<file path="src/rtl/wb_stream_reader_ctrl.sv">
// Wishbone burst writer that drains a first-word-fall-through FIFO into a circular buffer.
// Optional feature macro: WB_STREAM_READER_ERR_ABORT_EN (abort on wbm_err_i, sticky err output).

module wb_stream_reader_ctrl #(
  parameter int unsigned WB_AW   = 32,
  parameter int unsigned WB_DW   = 32,
  parameter int unsigned FIFO_AW = 6
) (
  input  logic               clk,
  input  logic               rst,
  // FIFO side
  input  logic [WB_DW-1:0]   fifo_d,
  output logic               fifo_rd,
  input  logic [FIFO_AW:0]   fifo_cnt,
  // configuration
  input  logic               enable,
  input  logic [WB_AW-1:0]   start_adr,
  input  logic [31:0]        buf_size,
  input  logic [31:0]        burst_size,
  // Wishbone master
  output logic [WB_AW-1:0]   wbm_adr_o,
  output logic [WB_DW-1:0]   wbm_dat_o,
  output logic [WB_DW/8-1:0] wbm_sel_o,
  output logic               wbm_we_o,
  output logic               wbm_cyc_o,
  output logic               wbm_stb_o,
  output logic [2:0]         wbm_cti_o,
  output logic [1:0]         wbm_bte_o,
  input  logic               wbm_ack_i,
  input  logic               wbm_err_i,
  // status
  output logic               busy,
  output logic               irq
`ifdef WB_STREAM_READER_ERR_ABORT_EN
  ,
  output logic               err
`endif
);

  localparam logic [WB_AW-1:0] AdrStep = WB_AW'(WB_DW / 8);

  typedef enum logic [0:0] {StIdle, StBurst} state_e;

  state_e            state_q, state_d;
  logic [WB_AW-1:0]  adr_q, adr_d;
  logic [31:0]       words_done_q, words_done_d;
  logic [31:0]       beat_cnt_q, beat_cnt_d;
  logic [31:0]       buf_size_q, buf_size_d;
  logic [WB_AW-1:0]  start_adr_q, start_adr_d;
  logic              irq_q, irq_d;

  logic              in_burst;
  logic              last_beat;
  logic              beat_ack;
  logic              bus_err;
  logic              err_block;
  logic              restart;
  logic [31:0]       remaining;
  logic [31:0]       blen;
  logic              start_ok;

  assign in_burst  = (state_q == StBurst);
  assign last_beat = (beat_cnt_q == 32'd1);

`ifdef WB_STREAM_READER_ERR_ABORT_EN
  logic err_q;

  assign bus_err   = in_burst & wbm_err_i;
  assign err_block = err_q;
  assign err       = err_q;

  // Sticky until software drops enable; an abort in the same cycle wins.
  always_ff @(posedge clk) begin
    if (rst) begin
      err_q <= 1'b0;
    end else if (bus_err) begin
      err_q <= 1'b1;
    end else if (!enable) begin
      err_q <= 1'b0;
    end
  end
`else
  logic unused_err;

  assign unused_err = wbm_err_i;
  assign bus_err    = 1'b0;
  assign err_block  = 1'b0;
`endif

  assign beat_ack = in_burst & wbm_ack_i & ~bus_err;

  // A stale words_done (buf_size shrunk below it while idle) is treated as a fresh pass.
  assign restart   = (words_done_q == 32'd0) || (words_done_q >= buf_size);
  assign remaining = restart ? buf_size : (buf_size - words_done_q);
  assign blen      = (burst_size < remaining) ? burst_size : remaining;

  assign start_ok = enable && (buf_size != 32'd0) && (burst_size != 32'd0) &&
                    (32'(fifo_cnt) >= blen) && !err_block;

  always_comb begin
    state_d      = state_q;
    adr_d        = adr_q;
    words_done_d = words_done_q;
    beat_cnt_d   = beat_cnt_q;
    buf_size_d   = buf_size_q;
    start_adr_d  = start_adr_q;
    irq_d        = 1'b0;

    unique case (state_q)
      StIdle: begin
        if (start_ok) begin
          state_d     = StBurst;
          beat_cnt_d  = blen;
          buf_size_d  = buf_size;
          start_adr_d = start_adr;
          if (restart) begin
            adr_d        = start_adr;
            words_done_d = 32'd0;
          end
        end
      end

      StBurst: begin
        if (bus_err) begin
          state_d    = StIdle;
          beat_cnt_d = 32'd0;
        end else if (beat_ack) begin
          beat_cnt_d = beat_cnt_q - 32'd1;
          if (words_done_q + 32'd1 == buf_size_q) begin
            adr_d        = start_adr_q;
            words_done_d = 32'd0;
            irq_d        = 1'b1;
          end else begin
            adr_d        = adr_q + AdrStep;
            words_done_d = words_done_q + 32'd1;
          end
          if (last_beat) begin
            state_d = StIdle;
          end
        end
      end

      default: state_d = StIdle;
    endcase
  end

  always_ff @(posedge clk) begin
    if (rst) begin
      state_q      <= StIdle;
      adr_q        <= '0;
      words_done_q <= 32'd0;
      beat_cnt_q   <= 32'd0;
      buf_size_q   <= 32'd0;
      start_adr_q  <= '0;
      irq_q        <= 1'b0;
    end else begin
      state_q      <= state_d;
      adr_q        <= adr_d;
      words_done_q <= words_done_d;
      beat_cnt_q   <= beat_cnt_d;
      buf_size_q   <= buf_size_d;
      start_adr_q  <= start_adr_d;
      irq_q        <= irq_d;
    end
  end

  assign wbm_adr_o = adr_q;
  assign wbm_dat_o = fifo_d;
  assign wbm_sel_o = {(WB_DW / 8){in_burst}};
  assign wbm_we_o  = in_burst;
  assign wbm_cyc_o = in_burst;
  assign wbm_stb_o = in_burst;
  assign wbm_cti_o = in_burst ? (last_beat ? 3'b111 : 3'b010) : 3'b000;
  assign wbm_bte_o = 2'b00;

  // Reset gates the pop so a stray ack during reset cannot drain the FIFO.
  assign fifo_rd = wbm_ack_i & wbm_cyc_o & ~rst & ~bus_err;

  assign busy = in_burst;
  assign irq  = irq_q;

endmodule

</file>
<file path="config.mk">
export PLATFORM = sky130hd
export DESIGN_NAME = wb_stream_reader_ctrl
export DESIGN_NICKNAME = d
export VERILOG_FILES = /design/src/rtl/wb_stream_reader_ctrl.sv
export SDC_FILE = /design/constraint.sdc
export NUM_CORES = 1
export LEC_CHECK = 0
export ABC_AREA = 1
export CAP_MARGIN = 5
export CORE_ASPECT_RATIO = 1.75
export CORE_MARGIN = 4
export CORE_UTILIZATION = 56
export CTS_BUF_LIST = sky130_fd_sc_hd__clkbuf_8 sky130_fd_sc_hd__clkbuf_16
export DETAILED_ROUTE_END_ITERATION = 10
export PLACE_DENSITY = 0.83
export SKIP_CTS_REPAIR_TIMING = 1
export SYNTH_ARGS = -nofsm -noshare
export SYNTH_HDL_FRONTEND = slang
export SYNTH_SLANG_ARGS = --single-unit
</file>
<file path="constraint.sdc">
create_clock -name clk -period 7.2 [get_ports clk]
set_input_delay 0.72 -clock clk [delete_from_list [all_inputs] [get_ports clk]]
set_output_delay 0.72 -clock clk [all_outputs]
set_load 0.1 [all_outputs]
</file>
==> After elaboration in Yosys (flattened, before gate mapping) <==
Cells that the tools add are included.
{ "totals": {"register_bits": 162, "output_inout_bits": 79, "word_cells": 57} }
{ "classes": {"add_sub_neg": 4, "magnitude_cmp": 3, "eq_ne": 5, "n_mux": 22, "n_bitwise": 5, "reduce_logical": 11} }
{ "op_table": {"columns": ["operator", "count"], "rows": [
  ["$mux 32", 12],
  ["$pmux 32 s2", 3],
  ["$reduce_bool 32->1", 2],
  ["$add 32x1->32 const B", 1],
  ["$add 32x3->32 const B", 1],
  ["$eq 32x1->1 const B", 1],
  ["$eq 32x32->1", 1],
  ["$ge 32x32->1", 1],
  ["$ge 7x32->1", 1],
  ["$logic_not 32->1", 1],
  ["$lt 32x32->1", 1],
  ["$sub 32x1->32 const B", 1],
  ["$sub 32x32->32", 1],
  ["$mux 3", 2],
  ["$mux 1", 4],
  ["$ne 2x2->1 const B", 2],
  ["$reduce_and 2->1", 2],
  ["$logic_and 1x1->1", 3],
  ["$not 1->1", 3],
  ["$reduce_and 3->1", 1],
  ["$reduce_or 3->1", 1],
  ["$and 1x1->1", 2],
  ["$ne 2x1->1 const B", 1],
  ["$pmux 1 s2", 1],
  ["$logic_or 1x1->1", 1]
]} }

==> Logic depth before layout (Yosys ltp) <==
Gate-level depths: netlist of the first run.
{ "logic_depth": {"depth_word": 9, "depth_mapped": 53, "mapped_depth_nobuf": 49} }

==> Least setup slack after synthesis of the first run <==
OpenSTA, ideal clock, no wires.
{ "synth_path": {"kind": "input -> register", "start": "input port buf_size[0]", "end": "register start_adr_q[10]", "t_arrival_ns": 6.605, "path_slack_ns": 0.468, "path_stages": 46, "cell_sequence": "inv_1 ha_1 inv_1 fa_1 nand2_1 nand2_1 nand3_1 nand2_1 nand2_1 nand2_2 nand2_2 nand2_2 nand2_2 inv_1 buf_2 clkbuf_1 o21ai_0 ha_1 [10 not listed] nand2_1 o21ai_0 ha_1 a21boi_0 o211ai_1 a21boi_0 o21a_1 o21ai_0 a21oi_1 nand3_1 nor2_1 nand2_1 nor2_2 nand3_2 buf_6 buf_2 o21ai_1 nor2_1"} }
{ "synth_between": {"elab_chain_cells": 8, "elab_cells_between_ends": 12} }
{ "synth_lines": {"columns": ["item", "line", "source"], "rows": [
  ["start: declaration", "18", "input logic [31:0] buf_size,"],
  ["$ge 32x32->1", "93", "assign restart = (words_done_q == 32'd0) || (words_done_q >= buf_size);"],
  ["$logic_or 1x1->1", "93", null],
  ["$mux 32", "94", "assign remaining = restart ? buf_size : (buf_size - words_done_q);"],
  ["$lt 32x32->1", "95", "assign blen = (burst_size < remaining) ? burst_size : remaining;"],
  ["$mux 32", "95", null],
  ["$ge 7x32->1", "98", "(32'(fifo_cnt) >= blen) && !err_block;"],
  ["$logic_and 1x1->1 (*)", "97", "assign start_ok = enable && (buf_size != 32'd0) && (burst_size != 32'd0) &&"],
  ["$reduce_and 2->1 (no source line) (*)", null, null],
  ["end signal: assignment", "162", "start_adr_q <= start_adr_d;"],
  ["end: declaration", "49", "logic [WB_AW-1:0] start_adr_q, start_adr_d;"]
]} }
Every way passes the cells marked *; elsewhere a longest branch is shown, timed or not.
A chain may end at the register's enable or synchronous reset.

==> Worst setup path in the final report of the first run <==
{ "layout_path": {"start": "input port buf_size[0]", "end": "register adr_q[2] (netlist: wbm_adr_o[2])"} }
{ "layout_between": {"elab_chain_cells": 9, "elab_cells_between_ends": 14} }
{ "layout_lines": {"columns": ["item", "line", "source"], "rows": [
  ["$ge 32x32->1", "93", null],
  ["$logic_or 1x1->1", "93", null],
  ["$mux 32", "94", null],
  ["$lt 32x32->1", "95", null],
  ["$mux 32", "95", null],
  ["$ge 7x32->1", "98", null],
  ["$logic_and 1x1->1", "97", null],
  ["$ne 2x2->1 (no source line)", null, null],
  ["$reduce_and 3->1 (no source line) (*)", null, null],
  ["end signal: assignment", "158", "adr_q <= adr_d;"],
  ["end: declaration", "45", "logic [WB_AW-1:0] adr_q, adr_d;"]
]} }
Marked as above.

==> results of run 1 <==
-- cell families after synthesis --
logic type,Yosys count
AOI/OAI and AO/OA,434
xor gates and xnor gates,79
adders and majority gates,75
buffers and inverters,395
DFF,162
muxes,4
other,1
and+or+nand+nor,1131
-- critical path: cells and delay by family --
kind,cells,cell delay [ns]
adder cells (fa/ha/maj),4,1.13
AND/OR/NAND/NOR,21,2.45
AO/OA/AOI/OAI,10,1.41
buffers and inverters,12,1.60
-- power by group --
part / internal [mW] / total, mW / switching (mW)
combinational: 0.201 / 0.437 / 0.236
clock: 0.496 / 0.925 / 0.430
sequential: 0.895 / 0.895 / 0.0000000315
total: 1.59 / 2.26 / 0.666
-- worst paths after layout --
kind / start / endpoint / slack, ns / cells past startpoint
max: buf_size[0] / wbm_adr_o[2] / 0.20 / 47
min: start_adr_q[18] / start_adr_q[18] / 0.46 / 2
max reg2reg: words_done_q[12] / wbm_adr_o[2] / 0.35 / 43
min reg2reg: start_adr_q[18] / start_adr_q[18] / 0.46 / 2
-- sequential cells by signal (all words and copies together), names as in the netlist --
register	cells
beat_cnt_q	32
buf_size_q	32
start_adr_q	32
wbm_adr_o	32
words_done_q	32
busy	1
irq	1
-- metrics by stage --
stage	instance area, um^2	setup TNS [ns]	worst slack, ns
finish	17150	0	0.1977
global route	17140	-2.074	-0.09013
CTS	16960	-6.177	-0.1480
detailed placement	16380	-73.26	-0.5558
global placement	16380	-54.94	-0.4367
floorplan	13750	0	0.4676
-- layout by cell type (no fill, tap or decap), drive strengths merged, types with 2 or more instances in the layout --
master,n
clkbuf,18
clkdlybuf4s50,150
nor4,35
o21bai,4
a21o,6
mux2i,4
clkinvlp,2
and2,2
o31ai,2
or3,2
ha,74
inv,267
dfxtp,162
o21ai,274
xnor2,19
buf,177
nor2,400
a211oi,4
nand3b,17
nand4,41
a31oi,9
nand3,76
xor2,60
conb,2
or4,2
nor3,38
clkinv,8
o211ai,3
a21oi,109
a22oi,4
a21boi,6
nand2,497
and3,2
or2,19
o21a,7
-- final cells by class --
type / instances / area [um^2] / area share [%]
well taps: 308 / 385.4 / 2.248
flip-flops and latches: 162 / 3244 / 18.92
repair buffers: 328 / 3032 / 17.68
clock inverters: 14 / 146.4 / 0.8538
diodes: 1 / 2.502 / 0.01459
inverters: 264 / 997.2 / 5.816
clock buffers: 18 / 439.2 / 2.561
multi-input cells: 1725 / 8900 / 51.90
-- per-layer routing --
metal	track usage (%)	wire length, um	vias to the layer above
met3	5.714	3022	206
met2	62.46	24970	623
met4	26.34	4254	0
met1	36.52	17550	7136
met5	0	0	-
li1	-	-	7787
==> impl_metrics.py, run 1 <==
metrics = {
    "setup_path": {
        "crit_path_max_fanout": 19,
        "cpPeakStageDelay_ns": 0.44,
        "critPathMostFrequentCell": "nand2_2",
        "critical_path_class": "in -> reg",
        "cp_slowest_cell": "or4_1",
        "cp-start-kind": "primary input",
        "arrival_ns": 7.35,
        "endpoint_kind": "flip-flop",
        "worst_ep_required_time_ns": 7.54,
    },
    "power_and_ir_drop": {
        "total_power_mw": 2.258,
        "peakVddDrop_v": 0.0001727,
        "cellLeakagePower_nw": 8.071,
        "pwr_density_cell_mw_per_mm2": 131.7,
    },
    "logic_synthesis": {
        "syn_area_mm2": 0.01375,
        "yosysMostFrequentCell": "nand2_1",
        "synth_top_family_by_area": "simple AND/OR/NAND/NOR gates",
        "synth_commonest_cells": "nand2_1 (488), nor2_1 (396), inv_1 (255), o21ai_0 (206), dfxtp_1 (162)",
        "synth_cell_type_count": 53,
        "synth_top_cell_by_area": "dfxtp_1",
        "seq_area_frac_synth_pct": 23.59,
        "yosys.area_share.adder_pct": 6.879,
        "ys_ff_latch": 162,
        "synth_edf_count": 0,
        "async_flop_share_pct": 0,
        "synth_cells": 2281,
        "synthMuxAreaShare_pct": 0.2912,
        "synth-xor-area-share_pct": 5.032,
        "synth_top_area_share_pct": 23.59,
        "synthFlopType": "dfxtp_1",
        "ys_top_cells_by_area": "dfxtp_1 (24%), nand2_1 (13%), nor2_1 (11%), o21ai_0 (7.5%), inv_1 (7.0%)",
        "synthSimpleGateAreaFrac_pct": 34.75,
        "synth_warnings": 0,
        "syn_avg_cell_area_um2": 6.028,
        "synth-compound-area-share_pct": 16.72,
    },
    "sta": {
        "maxSlewHeadroom_pct": 28.87,
        "finClkSkew_ns": 0.01468,
        "setup_viol": 0,
        "finalMaxSlewViolations": 0,
        "holdWs_ns": 0.4567,
        "hold_viol": 0,
        "layout_min_cycle_time_ns": 7.002,
        "fmax_mhz": 142.8,
        "worst_pin_slew_ns": 1.066,
        "fin_crit_sh_pct": 97.25,
    },
    "placed_design": {
        "dp_cells": 2784,
        "place_congestion": 1.043,
        "io_buffers": 151,
        "place_hpwl_mm": 39.13,
    },
    "global_routing": {
        "grt_pass1_wl_mm": 76.40,
        "grt_overflow_total": 0,
        "grt_pass1_vias": 15162,
        "grt_max_degree": 81,
        "grt_use_total_pct": 35.21,
        "antenna_found_initial": 2,
    },
    "clock_network": {
        "cts-htree-levels": 4,
        "insertion_delay_ns": 0.46,
        "clkTransAtPathRegs_ns": 0.07,
        "cts_made_buffers": 17,
        "cts_sinks": 162,
        "root_buffer": "clkbuf_16",
        "cts_tree": "built",
        "clock_path_buffers": 2,
    },
    "floorplanning": {
        "die_h_um": 215.3,
        "dieArea_mm2": 0.02723,
        "num_rows": 75,
        "io-pin-count": 219,
        "die_x_um": 126.5,
        "start_util_pct": 57.02,
        "core_region_area_mm2": 0.02412,
    },
    "cells_and_area": {
        "fillers": 2150,
        "syn2layout_area_growth_pct": 24.69,
        "final_util_pct": 71.10,
        "fin_nets": 2713,
        "stdcell_count": 2820,
        "drive_above_1_share_pct": 11.11,
    },
    "drt": {
        "drt-initial-drc-count": 1290,
        "drc": 0,
        "routed_wl_mm": 49.79,
        "vias": 15752,
        "detail-route-antenna-nets": 0,
        "wl_per_cell_um": 17.66,
        "via_per_inst": 5.586,
        "dr.pass1.iters": 6,
    },
    "status": {
        "status": "completed",
    },
    "min_path": {
        "hold_class": "reg -> reg",
    },
    "flow_run": {
        "maxCapViolCount": 0,
    },
}
No activity file was read; power rests on OpenSTA's default activity.
==> run 2, diff against run 1 <==
- CORE_MARGIN: 4 -> unset
- CTS_CLUSTER_DIAMETER: unset -> 80
==> run 2 against run 1 <==
Register-to-register slack got worse by 0.05 ns. Sequential share of layout area decreased by 0.32 points. Critical path depth decreased by 3. Non-clock buffer count decreased by 1. Clock power decreased by 0.9%. Sequential power about the same. Power increased by 0.61%. Via count increased by 1.8%. Routed wire length about the same. Clock-buffer cell count decreased by 1. Largest cell class unchanged.
==> impl_metrics.py, run 2 (synthesis gave the netlist of run 1 again) <==
metrics = {
    "global_routing": {
        "grtUsageMet1_pct": 39.21,
        "antenna_found_initial": 3,
        "grtUsageMet2_pct": 70.35,
        "met3_usage_pct": 6.005,
        "grt_overflow_total": 0,
        "grt-busiest-layer": "met2",
        "grt_use_total_pct": 38.68,
        "grt_pass1_vias": 15132,
        "grt_pass1_wl_mm": 75.58,
        "grt_max_degree": 117,
    },
    "clock_network": {
        "clkTransAtPathRegs_ns": 0.07,
        "cts_made_buffers": 17,
        "cts_sinks": 162,
        "clock_path_buffers": 2,
        "cts_tree": "built",
        "insertion_delay_ns": 0.46,
        "root_buffer": "clkbuf_16",
        "cts-htree-levels": 4,
    },
    "placed_design": {
        "io_buffers": 151,
        "place_congestion": 1.041,
        "placed_area_mm2": 0.01624,
        "place_ws_ns": -0.6214,
        "place_hpwl_mm": 38.14,
    },
    "drt": {
        "vias": 16028,
        "routed_wl_mm": 49.82,
        "drt-initial-drc-count": 1366,
        "wl_per_cell_um": 17.66,
        "detail-route-antenna-nets": 0,
        "via_per_inst": 5.682,
        "drc": 0,
        "dr.pass1.iters": 8,
    },
    "setup_path": {
        "crit_path_max_fanout": 7,
        "cp_slowest_cell": "or4_1",
        "critical_path_class": "reg -> reg",
        "endpoint_kind": "flip-flop",
        "cp-start-kind": "flip-flop",
        "cpPeakStageDelay_ns": 0.54,
        "reg2reg_depth": 44,
        "worst_ep_required_time_ns": 7.54,
        "arrival_ns": 7.24,
        "critPathMostFrequentCell": "o21ai_1",
    },
    "floorplanning": {
        "die_x_um": 120.5,
        "dieArea_mm2": 0.02521,
        "io-pin-count": 219,
        "start_util_pct": 57.24,
        "num_rows": 75,
        "core_region_area_mm2": 0.02402,
        "die_h_um": 209.3,
    },
    "sta": {
        "finalMaxSlewViolations": 0,
        "setup_viol": 0,
        "fin_crit_sh_pct": 95.82,
        "maxSlewHeadroom_pct": 25.90,
        "worst_pin_slew_ns": 1.111,
        "finalSetupTns_ns": 0,
        "setup_slack_ns": 0.3006,
        "finClkSkew_ns": 0.01394,
        "layout_min_cycle_time_ns": 6.899,
        "hold_viol": 0,
        "fmax_mhz": 144.9,
    },
    "cells_and_area": {
        "final_util_pct": 72.69,
        "layout_commonest_cell": "nand2_1",
        "drive_above_1_share_pct": 13.06,
        "layout_common_cells": "nand2_1 (482), nor2_1 (390), inv_1 (251), o21ai_0 (189), buf_4 (165)",
        "fin_nets": 2713,
        "syn2layout_area_growth_pct": 27.00,
        "final_area_mm2": 0.01746,
    },
    "min_path": {
        "holdPathStages": 2,
        "hold_class": "reg -> reg",
    },
    "power_and_ir_drop": {
        "seq_power_share_pct": 39.4,
        "switching_share_pct": 29.81,
        "cellLeakagePower_nw": 8.249,
        "p_int_mw": 1.594,
        "power_frac_clock_pct": 40.4,
        "total_power_mw": 2.272,
        "switching_power_mw": 0.6771,
        "combPwrFrac_pct": 20.2,
        "peakVddDrop_v": 0.0002006,
        "pwr_density_cell_mw_per_mm2": 130.1,
    },
    "flow_run": {
        "maxCapViolCount": 0,
    },
    "status": {
        "status": "completed",
    },
}
==> run 2: cell count changes in the layout (fill, tap and decap cells not counted), sizes merged <==
cell,before,now
buf,177,174
clkbuf,18,19
clkdlybuf4s50,150,131
clkinv,8,6
clkinvlp,2,3
diode,1,2
dlymetal6s2s,1,20
inv,267,270
==> run 2: path summary, 6_finish.rpt <==
check | endpoint | slack [ns] | from
min reg2reg | start_adr_q[9] | 0.45 | start_adr_q[9]
min | start_adr_q[9] | 0.45 | start_adr_q[9]
max reg2reg | buf_size_q[17] | 0.30 | words_done_q[15]
max | buf_size_q[17] | 0.30 | words_done_q[15]
==> run 2: power groups by stage <==
stage          registers (mW)  clock network (mW)  logic (mW)
6_report                0.895               0.917       0.459
5_1_grt                 0.895               0.951       0.497
4_1_cts                 0.895               0.918       0.419
3_5_place_dp            0.916                   0       0.416
3_3_place_gp            0.916                   0       0.410
2_1_floorplan           0.916                   0       0.294
==> run 2: routing by layer <==
layer,share of wire (%),routed length [um]
met2,50,24850
met1,36,17760
met3,5.8,2880
met5,0,0
met4,8.7,4327
==> run 2: through the flow <==
step	instances	hold WS, ns
global placement	2776	0.4361
floorplan	2282	0.4245
detailed placement	2776	0.4401
finish	2821	0.4507
global route	2819	0.4679
CTS	2808	0.4503
==> run 2: critical path: cells and delay by family (launching register included) <==
| kind | cells | cell delay (ns) |
|---|---|---|
| AND/OR/NAND/NOR | 18 | 2.38 |
| AO/OA/AOI/OAI | 14 | 1.69 |
| buffers and inverters | 9 | 1.24 |
| adder cells (fa/ha/maj) | 3 | 0.97 |
| flip-flops | 1 | 0.50 |
==> run 2: layout make-up <==
class,count,area (um^2)
well taps,308,385.4
inverters,264,998.5
diodes,2,5.005
repair inverters,1,7.507
repair buffers,327,2995
flip-flops and latches,162,3248
multi-input cells,1725,9251
clock buffers,17,425.4
fillers,2026,6560
clock inverters,15,146.4
